<file path="src/rtl/filter_dispatcher_delay_pipe_pkg.sv">
// Shared width constants, cell-ID type and home-cell helper for the filter
// dispatcher staging pipe.
package MD_pkg;

  localparam int NUM_AXES             = 3;
  localparam int DATA_WIDTH           = 16;
  localparam int CELL_ID_WIDTH        = 2;
  localparam int OFFSET_WIDTH         = DATA_WIDTH - CELL_ID_WIDTH;
  localparam int POS_STRUCT_WIDTH     = NUM_AXES * DATA_WIDTH;
  localparam int OFFSET_STRUCT_WIDTH  = NUM_AXES * OFFSET_WIDTH;
  localparam int PARTICLE_ID_WIDTH    = 8;
  localparam int ELEMENT_WIDTH        = 2;
  // Packet layout, MSB first: {particle id, element, position / offset}
  localparam int POS_PKT_STRUCT_WIDTH    = PARTICLE_ID_WIDTH + ELEMENT_WIDTH + POS_STRUCT_WIDTH;
  localparam int OFFSET_PKT_STRUCT_WIDTH = PARTICLE_ID_WIDTH + ELEMENT_WIDTH + OFFSET_STRUCT_WIDTH;
  localparam int NUM_FILTER_SOURCES   = 2;
  localparam int NUM_FILTERS          = 7;

  typedef logic [CELL_ID_WIDTH-1:0] cell_id_t;

  localparam cell_id_t HOME_CELL_ID_DEFAULT = 2'b10;

  // True when the cell-ID field (top bits of every axis word) matches home_id.
  function automatic logic is_home_cell(input logic [POS_STRUCT_WIDTH-1:0] pos,
                                        input cell_id_t home_id);
    logic match;
    match = 1'b1;
    for (int a = 0; a < NUM_AXES; a++) begin
      if (pos[a*DATA_WIDTH + OFFSET_WIDTH +: CELL_ID_WIDTH] != home_id) match = 1'b0;
    end
    return match;
  endfunction

endpackage

</file>
<file path="src/rtl/filter_dispatcher_delay_pipe_md_delay_line.sv">
// Enable-gated shift register with synchronous reset. Every tap is exported,
// tap k occupying bits [(k-1)*WIDTH +: WIDTH] of o_taps.
module md_delay_line #(
  parameter int WIDTH = 1,
  parameter int DEPTH = 1
) (
  input  logic                   clk,
  input  logic                   rst,
  input  logic                   i_en,
  input  logic [WIDTH-1:0]       i_d,
  output logic [DEPTH*WIDTH-1:0] o_taps
);

  if (DEPTH < 1) begin : g_depth_chk
    $error("md_delay_line: DEPTH must be at least 1");
  end

  logic [DEPTH:1][WIDTH-1:0] r_stage;

  // Shift one stage per enabled cycle; a reset empties the whole line.
  // NOTE: every stage is reset so in-flight data is discarded on a mid-stream
  // reset, and the shift uses <= so each stage samples the old neighbour value.
  always_ff @(posedge clk) begin
    if (rst) begin
      r_stage <= '0;
    end else if (i_en) begin
      r_stage[1] <= i_d;
      for (int k = 2; k <= DEPTH; k++) begin
        r_stage[k] <= r_stage[k-1];
      end
    end
  end

  assign o_taps = r_stage;

endmodule

</file>
<file path="src/rtl/filter_dispatcher_delay_pipe.sv">
// Staging pipe between the filter-dispatcher arbiters and the filter bank.
// Delays arbitration/selection/release signals, replicates neighbour and home
// data per filter source, supports a global stall.
// Optional statistics counters: define FILTER_DISPATCH_STATS_EN.
module filter_dispatcher_delay_pipe
  import MD_pkg::*;
#(
  parameter int       NUM_SRC      = NUM_FILTER_SOURCES,
  parameter int       NUM_FILT     = NUM_FILTERS,
  parameter int       IN_ARB_DLY   = 2,
  parameter int       OUT_ARB_DLY  = 3,
  parameter int       REL_DLY      = 2,
  parameter cell_id_t HOME_CELL_ID = HOME_CELL_ID_DEFAULT
) (
  input  logic                                   clk,
  input  logic                                   rst,
  input  logic                                   i_stall,
`ifdef FILTER_DISPATCH_STATS_EN
  input  logic                                   i_stats_clr,
  output logic [31:0]                            o_pair_cnt,
  output logic [31:0]                            o_release_cnt,
`endif
  input  logic [POS_PKT_STRUCT_WIDTH-1:0]        i_nb_data,
  input  logic [OFFSET_PKT_STRUCT_WIDTH-1:0]     i_home_data,
  input  logic                                   i_home_load,
  input  logic [NUM_FILT-1:0]                    i_in_arb,
  input  logic [NUM_FILT-1:0]                    i_out_arb,
  input  logic                                   i_pair_valid,
  input  logic [POS_PKT_STRUCT_WIDTH-1:0]        i_nb_sel,
  input  logic [PARTICLE_ID_WIDTH-1:0]           i_home_sel_parid,
  input  logic                                   i_nb_release,
  output logic [NUM_SRC*POS_PKT_STRUCT_WIDTH-1:0] o_nb_data,
  output logic [NUM_SRC-1:0]                     o_nb_home_flag,
  output logic [NUM_SRC*POS_STRUCT_WIDTH-1:0]    o_home_pos,
  output logic [NUM_SRC*PARTICLE_ID_WIDTH-1:0]   o_home_parid,
  output logic [NUM_SRC*ELEMENT_WIDTH-1:0]       o_home_element,
  output logic [NUM_FILT-1:0]                    o_in_arb_d1,
  output logic [NUM_FILT-1:0]                    o_in_arb_dly,
  output logic [NUM_FILT-1:0]                    o_out_arb_d1,
  output logic [NUM_FILT-1:0]                    o_out_arb_dly,
  output logic                                   o_pair_valid,
  output logic [POS_PKT_STRUCT_WIDTH-1:0]        o_nb_sel,
  output logic [PARTICLE_ID_WIDTH-1:0]           o_home_sel_parid,
  output logic                                   o_nb_release_dly
);

  localparam int SEL_W = 1 + POS_PKT_STRUCT_WIDTH + PARTICLE_ID_WIDTH;

  if (IN_ARB_DLY < 2 || OUT_ARB_DLY < 1 || REL_DLY < 1 || NUM_SRC < 1 || NUM_FILT < 1) begin : g_param_chk
    $error("filter_dispatcher_delay_pipe: illegal depth or width parameter");
  end

  logic                            w_en;
  logic [IN_ARB_DLY*NUM_FILT-1:0]  w_in_arb_taps;
  logic [OUT_ARB_DLY*NUM_FILT-1:0] w_out_arb_taps;
  logic [REL_DLY-1:0]              w_rel_taps;
  logic [SEL_W-1:0]                w_sel_taps;
  logic                            w_unused_taps;
  logic                            w_nb_is_home;
  logic [POS_STRUCT_WIDTH-1:0]     w_home_pos;

  logic [NUM_SRC*POS_PKT_STRUCT_WIDTH-1:0] r_nb_data;
  logic [NUM_SRC-1:0]                      r_nb_home_flag;
  logic [NUM_SRC*POS_STRUCT_WIDTH-1:0]     r_home_pos;
  logic [NUM_SRC*PARTICLE_ID_WIDTH-1:0]    r_home_parid;
  logic [NUM_SRC*ELEMENT_WIDTH-1:0]        r_home_element;

  assign w_en = ~i_stall;

  md_delay_line #(.WIDTH(NUM_FILT), .DEPTH(IN_ARB_DLY)) u_in_arb_dly (
    .clk(clk), .rst(rst), .i_en(w_en), .i_d(i_in_arb), .o_taps(w_in_arb_taps)
  );

  md_delay_line #(.WIDTH(NUM_FILT), .DEPTH(OUT_ARB_DLY)) u_out_arb_dly (
    .clk(clk), .rst(rst), .i_en(w_en), .i_d(i_out_arb), .o_taps(w_out_arb_taps)
  );

  md_delay_line #(.WIDTH(1), .DEPTH(REL_DLY)) u_rel_dly (
    .clk(clk), .rst(rst), .i_en(w_en), .i_d(i_nb_release), .o_taps(w_rel_taps)
  );

  md_delay_line #(.WIDTH(SEL_W), .DEPTH(1)) u_sel_dly (
    .clk(clk), .rst(rst), .i_en(w_en),
    .i_d({i_pair_valid, i_nb_sel, i_home_sel_parid}), .o_taps(w_sel_taps)
  );

  assign o_in_arb_d1      = w_in_arb_taps[NUM_FILT-1:0];
  assign o_in_arb_dly     = w_in_arb_taps[(IN_ARB_DLY-1)*NUM_FILT +: NUM_FILT];
  assign o_out_arb_d1     = w_out_arb_taps[NUM_FILT-1:0];
  assign o_out_arb_dly    = w_out_arb_taps[(OUT_ARB_DLY-1)*NUM_FILT +: NUM_FILT];
  assign o_nb_release_dly = w_rel_taps[REL_DLY-1];
  assign {o_pair_valid, o_nb_sel, o_home_sel_parid} = w_sel_taps;

  // Intermediate taps are only visible for debug; fold them so none dangle.
  assign w_unused_taps = ^{w_in_arb_taps, w_out_arb_taps, w_rel_taps};

  assign w_nb_is_home = is_home_cell(i_nb_data[POS_STRUCT_WIDTH-1:0], HOME_CELL_ID);

  // Rebuild the full home position by prefixing each axis offset with the home cell ID.
  // NOTE: the default assignment ahead of the loop keeps this purely combinational.
  always_comb begin
    w_home_pos = '0;
    for (int a = 0; a < NUM_AXES; a++) begin
      w_home_pos[a*DATA_WIDTH +: DATA_WIDTH] = {HOME_CELL_ID, i_home_data[a*OFFSET_WIDTH +: OFFSET_WIDTH]};
    end
  end

  // Neighbour replicas and home flag follow the input on every unstalled cycle.
  always_ff @(posedge clk) begin
    if (rst) begin
      r_nb_data      <= '0;
      r_nb_home_flag <= '0;
    end else if (!i_stall) begin
      for (int i = 0; i < NUM_SRC; i++) begin
        r_nb_data[i*POS_PKT_STRUCT_WIDTH +: POS_PKT_STRUCT_WIDTH] <= i_nb_data;
        r_nb_home_flag[i] <= w_nb_is_home;
      end
    end
  end

  // Home copies change only on an explicit, unstalled load strobe.
  always_ff @(posedge clk) begin
    if (rst) begin
      r_home_pos     <= '0;
      r_home_parid   <= '0;
      r_home_element <= '0;
    end else if (!i_stall && i_home_load) begin
      for (int i = 0; i < NUM_SRC; i++) begin
        r_home_pos[i*POS_STRUCT_WIDTH +: POS_STRUCT_WIDTH] <= w_home_pos;
        r_home_parid[i*PARTICLE_ID_WIDTH +: PARTICLE_ID_WIDTH] <=
          i_home_data[OFFSET_STRUCT_WIDTH + ELEMENT_WIDTH +: PARTICLE_ID_WIDTH];
        r_home_element[i*ELEMENT_WIDTH +: ELEMENT_WIDTH] <=
          i_home_data[OFFSET_STRUCT_WIDTH +: ELEMENT_WIDTH];
      end
    end
  end

  assign o_nb_data      = r_nb_data;
  assign o_nb_home_flag = r_nb_home_flag;
  assign o_home_pos     = r_home_pos;
  assign o_home_parid   = r_home_parid;
  assign o_home_element = r_home_element;

`ifdef FILTER_DISPATCH_STATS_EN
  logic [31:0] r_pair_cnt;
  logic [31:0] r_release_cnt;

  // Saturating event counters; clear has priority over counting.
  always_ff @(posedge clk) begin
    if (rst || i_stats_clr) begin
      r_pair_cnt    <= '0;
      r_release_cnt <= '0;
    end else if (!i_stall) begin
      if (o_pair_valid && r_pair_cnt != 32'hFFFF_FFFF)        r_pair_cnt    <= r_pair_cnt + 32'd1;
      if (o_nb_release_dly && r_release_cnt != 32'hFFFF_FFFF) r_release_cnt <= r_release_cnt + 32'd1;
    end
  end

  assign o_pair_cnt    = r_pair_cnt;
  assign o_release_cnt = r_release_cnt;
`endif

endmodule

</file>
<file path="config.mk">
export PLATFORM = sky130hd
export DESIGN_NAME = filter_dispatcher_delay_pipe
export DESIGN_NICKNAME = d
export VERILOG_FILES = /design/src/rtl/filter_dispatcher_delay_pipe_pkg.sv /design/src/rtl/filter_dispatcher_delay_pipe_md_delay_line.sv /design/src/rtl/filter_dispatcher_delay_pipe.sv
export SDC_FILE = /design/constraint.sdc
export NUM_CORES = 1
export LEC_CHECK = 0
export CAP_MARGIN = 20
export CORE_AREA = 2 2 203 205
export DETAILED_ROUTE_END_ITERATION = 7
export DIE_AREA = 0 0 205 207
export GPL_ROUTABILITY_DRIVEN = 0
export SYNTH_ARGS = -nofsm -noshare
export SYNTH_HDL_FRONTEND = slang
export SYNTH_HIERARCHICAL = 1
export SYNTH_SLANG_ARGS = --single-unit
</file>
<file path="constraint.sdc">
create_clock -name clk -period 2.1 [get_ports clk]
set_input_delay 0.315 -clock clk [delete_from_list [all_inputs] [get_ports clk]]
set_output_delay 0.315 -clock clk [all_outputs]
set_load 0.005 [all_outputs]
</file>
==> impl_metrics.py <==
metrics = {
    "global_route": {
        "grt_pass1_vias": 7193,
        "grt_use_total_pct": 12.9,
        "antenna_found_initial": 1,
        "grt_start_max_net_pins": 59,
        "grt_overflow": 0,
        "grt_first_pass_wirelength_mm": 42.6,
    },
    "worst_setup_path": {
        "cp.arrival_ps": 1670,
        "critPathSlowestCell": "clkdlybuf4s50_1",
        "path_class": "reg -> out",
        "path_buf_inv": 1,
        "cp_slowest_stage_delay_ps": 590,
        "crit_family": "buffers and inverters",
        "required_ps": 1780,
        "end_kind": "output port",
        "rrSetupSlack_ps": 1330,
        "rr_endpoint": "o_home_pos[79]",
        "crit_fanout": 7,
        "cp-start-kind": "flip-flop",
        "worstPathCellList": "clkdlybuf4s50_1",
        "reg2reg_depth": 2,
        "worstReg2RegStart": "o_home_pos[79]",
    },
    "timing": {
        "grt_setup_unrepaired": "false",
        "slew_viol_final": 0,
        "finalHoldViolCount": 0,
        "setup_viol": 0,
        "skew_ps": 3.42,
        "setup_ws_ps": 110,
        "post-route-period-util_pct": 94.8,
        "max_freq_mhz": 503,
        "finalCriticalPeriod_ps": 1990,
        "tns_ps": 0,
    },
    "min_path": {
        "min_path_type": "in -> reg",
        "min_path_cells": 2,
        "min-delay-start": "rst",
        "min_to": "u_sel_dly/o_taps[24]",
    },
    "place": {
        "dpl.cell_count": 1781,
        "hpwl_mm": 21.6,
        "io_buffers": 519,
        "post-place-ws_ps": 477,
    },
    "final_layout": {
        "n_fill_cell": 4160,
        "final_nets": 1472,
        "multi_input_area_um2": 3030,
        "antenna_cells": 0,
        "drive_above_1_share_pct": 6.49,
        "stdcell_count": 1826,
        "regArea_um2": 4320,
        "area_delta_synth_final_pct": 65.5,
    },
    "floorplanning": {
        "die_w_um": 205,
        "start_util_pct": 21.4,
        "rows": 74,
        "die_area_um2": 42400,
        "io_pins": 526,
        "core_region_area_um2": 40400,
        "die_h_um": 207,
    },
    "route": {
        "vias_per_cell": 3.91,
        "drt_iter0_drc": 212,
        "via_count": 7137,
        "firstDrtPassIters": 4,
        "route.detailed.drc": 0,
        "routed_wl_mm": 28.7,
        "wl_per_cell_um": 15.7,
        "final_antenna_net_count": 0,
    },
    "synthesis": {
        "synth_edf_count": 0,
        "synth.distinct_cells": 20,
        "synth-async-reset-ratio_pct": 0,
        "synth_cells": 883,
        "syn_avg_cell_area_um2": 9.76,
        "synth_seq_cells": 216,
        "yosysWarnings": 6,
        "synthTopCellsByCount": "dfxtp_1, nor2_1, mux2i_1",
        "synth_top_area_share_pct": 50.2,
        "yosysTopAreaCell": "dfxtp_1",
        "yosysSeqAreaShare_pct": 50.2,
        "syn_area_um2": 8620,
        "synthFlopType": "dfxtp_1",
        "synth.area.top_cells": "dfxtp_1, mux2i_1, buf_4",
        "post-synth-top-count-cell": "dfxtp_1",
    },
    "pwr": {
        "power_w": 0.0104,
        "p_leak_nw": 5.69,
        "vdd_drop_max_mv": 0.477,
        "p_per_area_nw_per_um2": 729,
    },
    "clock_network": {
        "clock-sinks": 216,
        "numCtsBuffers": 25,
        "cts.repair.resized": 0,
        "post_cts_buffers": 0,
        "cts.htree.levels": 1,
        "cts_root_buffer": "clkbuf_16",
        "cts_hold_buf": 0,
        "path_clk_slew_ps": 60,
        "worstSkewPairLatency_ps": 530,
        "cts_tree": "built",
        "clock_path_buffers": 3,
    },
    "run": {
        "drv_cap": 0,
    },
    "outcome": {
        "status": "finished clean",
    },
}
## routing by layer
layer / share of wire, % / global-route usage (%)
met1: 40 / 14.5
met2: 50 / 23.1
met3: 8.3 / 4.30
met4: 2.2 / 3.20
met5: 0.045 / 0
## metrics by stage
stage	hold WS, ps	area (µm²)	utilization [%]
after CTS	139	14300	35.3
after floorplan	387	8640	-
after global placement	458	13500	33.4
after detailed placement	465	13500	33.4
after global routing	158	14300	35.3
final	161	14300	35.3
## layout by cell type (no fill, tap or decap)
cell type        instances
inv_6                    3
clkbuf_1                 4
clkbuf_16               25
a21oi_2                 20
bufinv_16                1
clkdlybuf4s50_1        517
clkbuf_8                 6
conb_1                   6
nor2_1                 164
nor2b_4                  1
buf_6                    1
nand2_1                105
nand2b_2                 1
buf_4                   11
a21oi_1                 33
mux2i_1                162
nand4_1                  1
clkinv_2                 7
nor4bb_1                 1
inv_1                    1
buf_12                   8
dfxtp_1                216
## worst max path at each step
stage / startpoint / endpoint / slack, ps / cells past startpoint
2_1_floorplan: i_stall / u_sel_dly/o_taps[35] / 490 / 8
3_3_place_gp: i_home_load / o_home_pos[67] / 520 / 5
3_5_place_dp: i_home_load / o_home_pos[68] / 480 / 5
4_1_cts: o_home_pos[79] / o_home_pos[79] / 70 / 1
5_1_grt: o_home_pos[79] / o_home_pos[79] / 40 / 1
6_report: o_home_pos[79] / o_home_pos[79] / 110 / 1
## worst reg2reg max path: stages (launching register included)
cell	delay [ps]
dfxtp_1	550
nor2_1	90
nor2_1	80
## sequential cells by signal (all words and copies together), names as in the netlist
signal                flops
u_in_arb_dly/o_taps      14
o_home_pos               43
o_home_element            2
u_sel_dly/o_taps         67
u_rel_dly/o_taps          2
o_nb_home_flag            1
u_out_arb_dly/o_taps     21
o_home_parid              8
o_nb_data                58
## kinds of logic (layout without fill, tap and decap cells)
logic type,after synthesis,after routing,synth area share (%)
simple gates,273,273,12.0
mux,162,162,18.8
buf+inv,178,584,15.0
flops,216,216,50.2
compound gates,53,53,3.95
other cells,1,6,0.0435
## cell type report
cell class	count	share of cell area, %
clock buffer	35	5.07
inverter	2	0.0877
multi-input combinational	494	21.3
timing repair buffer	537	38.0
clock inverter	10	0.579
tap	532	4.66
sequential	216	30.3
## power breakdown
part	leakage (nW)	switching, W	internal (W)	total (W)
Clock	0.407	0.00175	0.00252	0.00427
Combinational	3.51	0.000570	0.00108	0.00165
Sequential	1.78	0.000172	0.00432	0.00449
Total	5.69	0.00249	0.00792	0.0104
No activity file was read; power rests on OpenSTA's default activity.
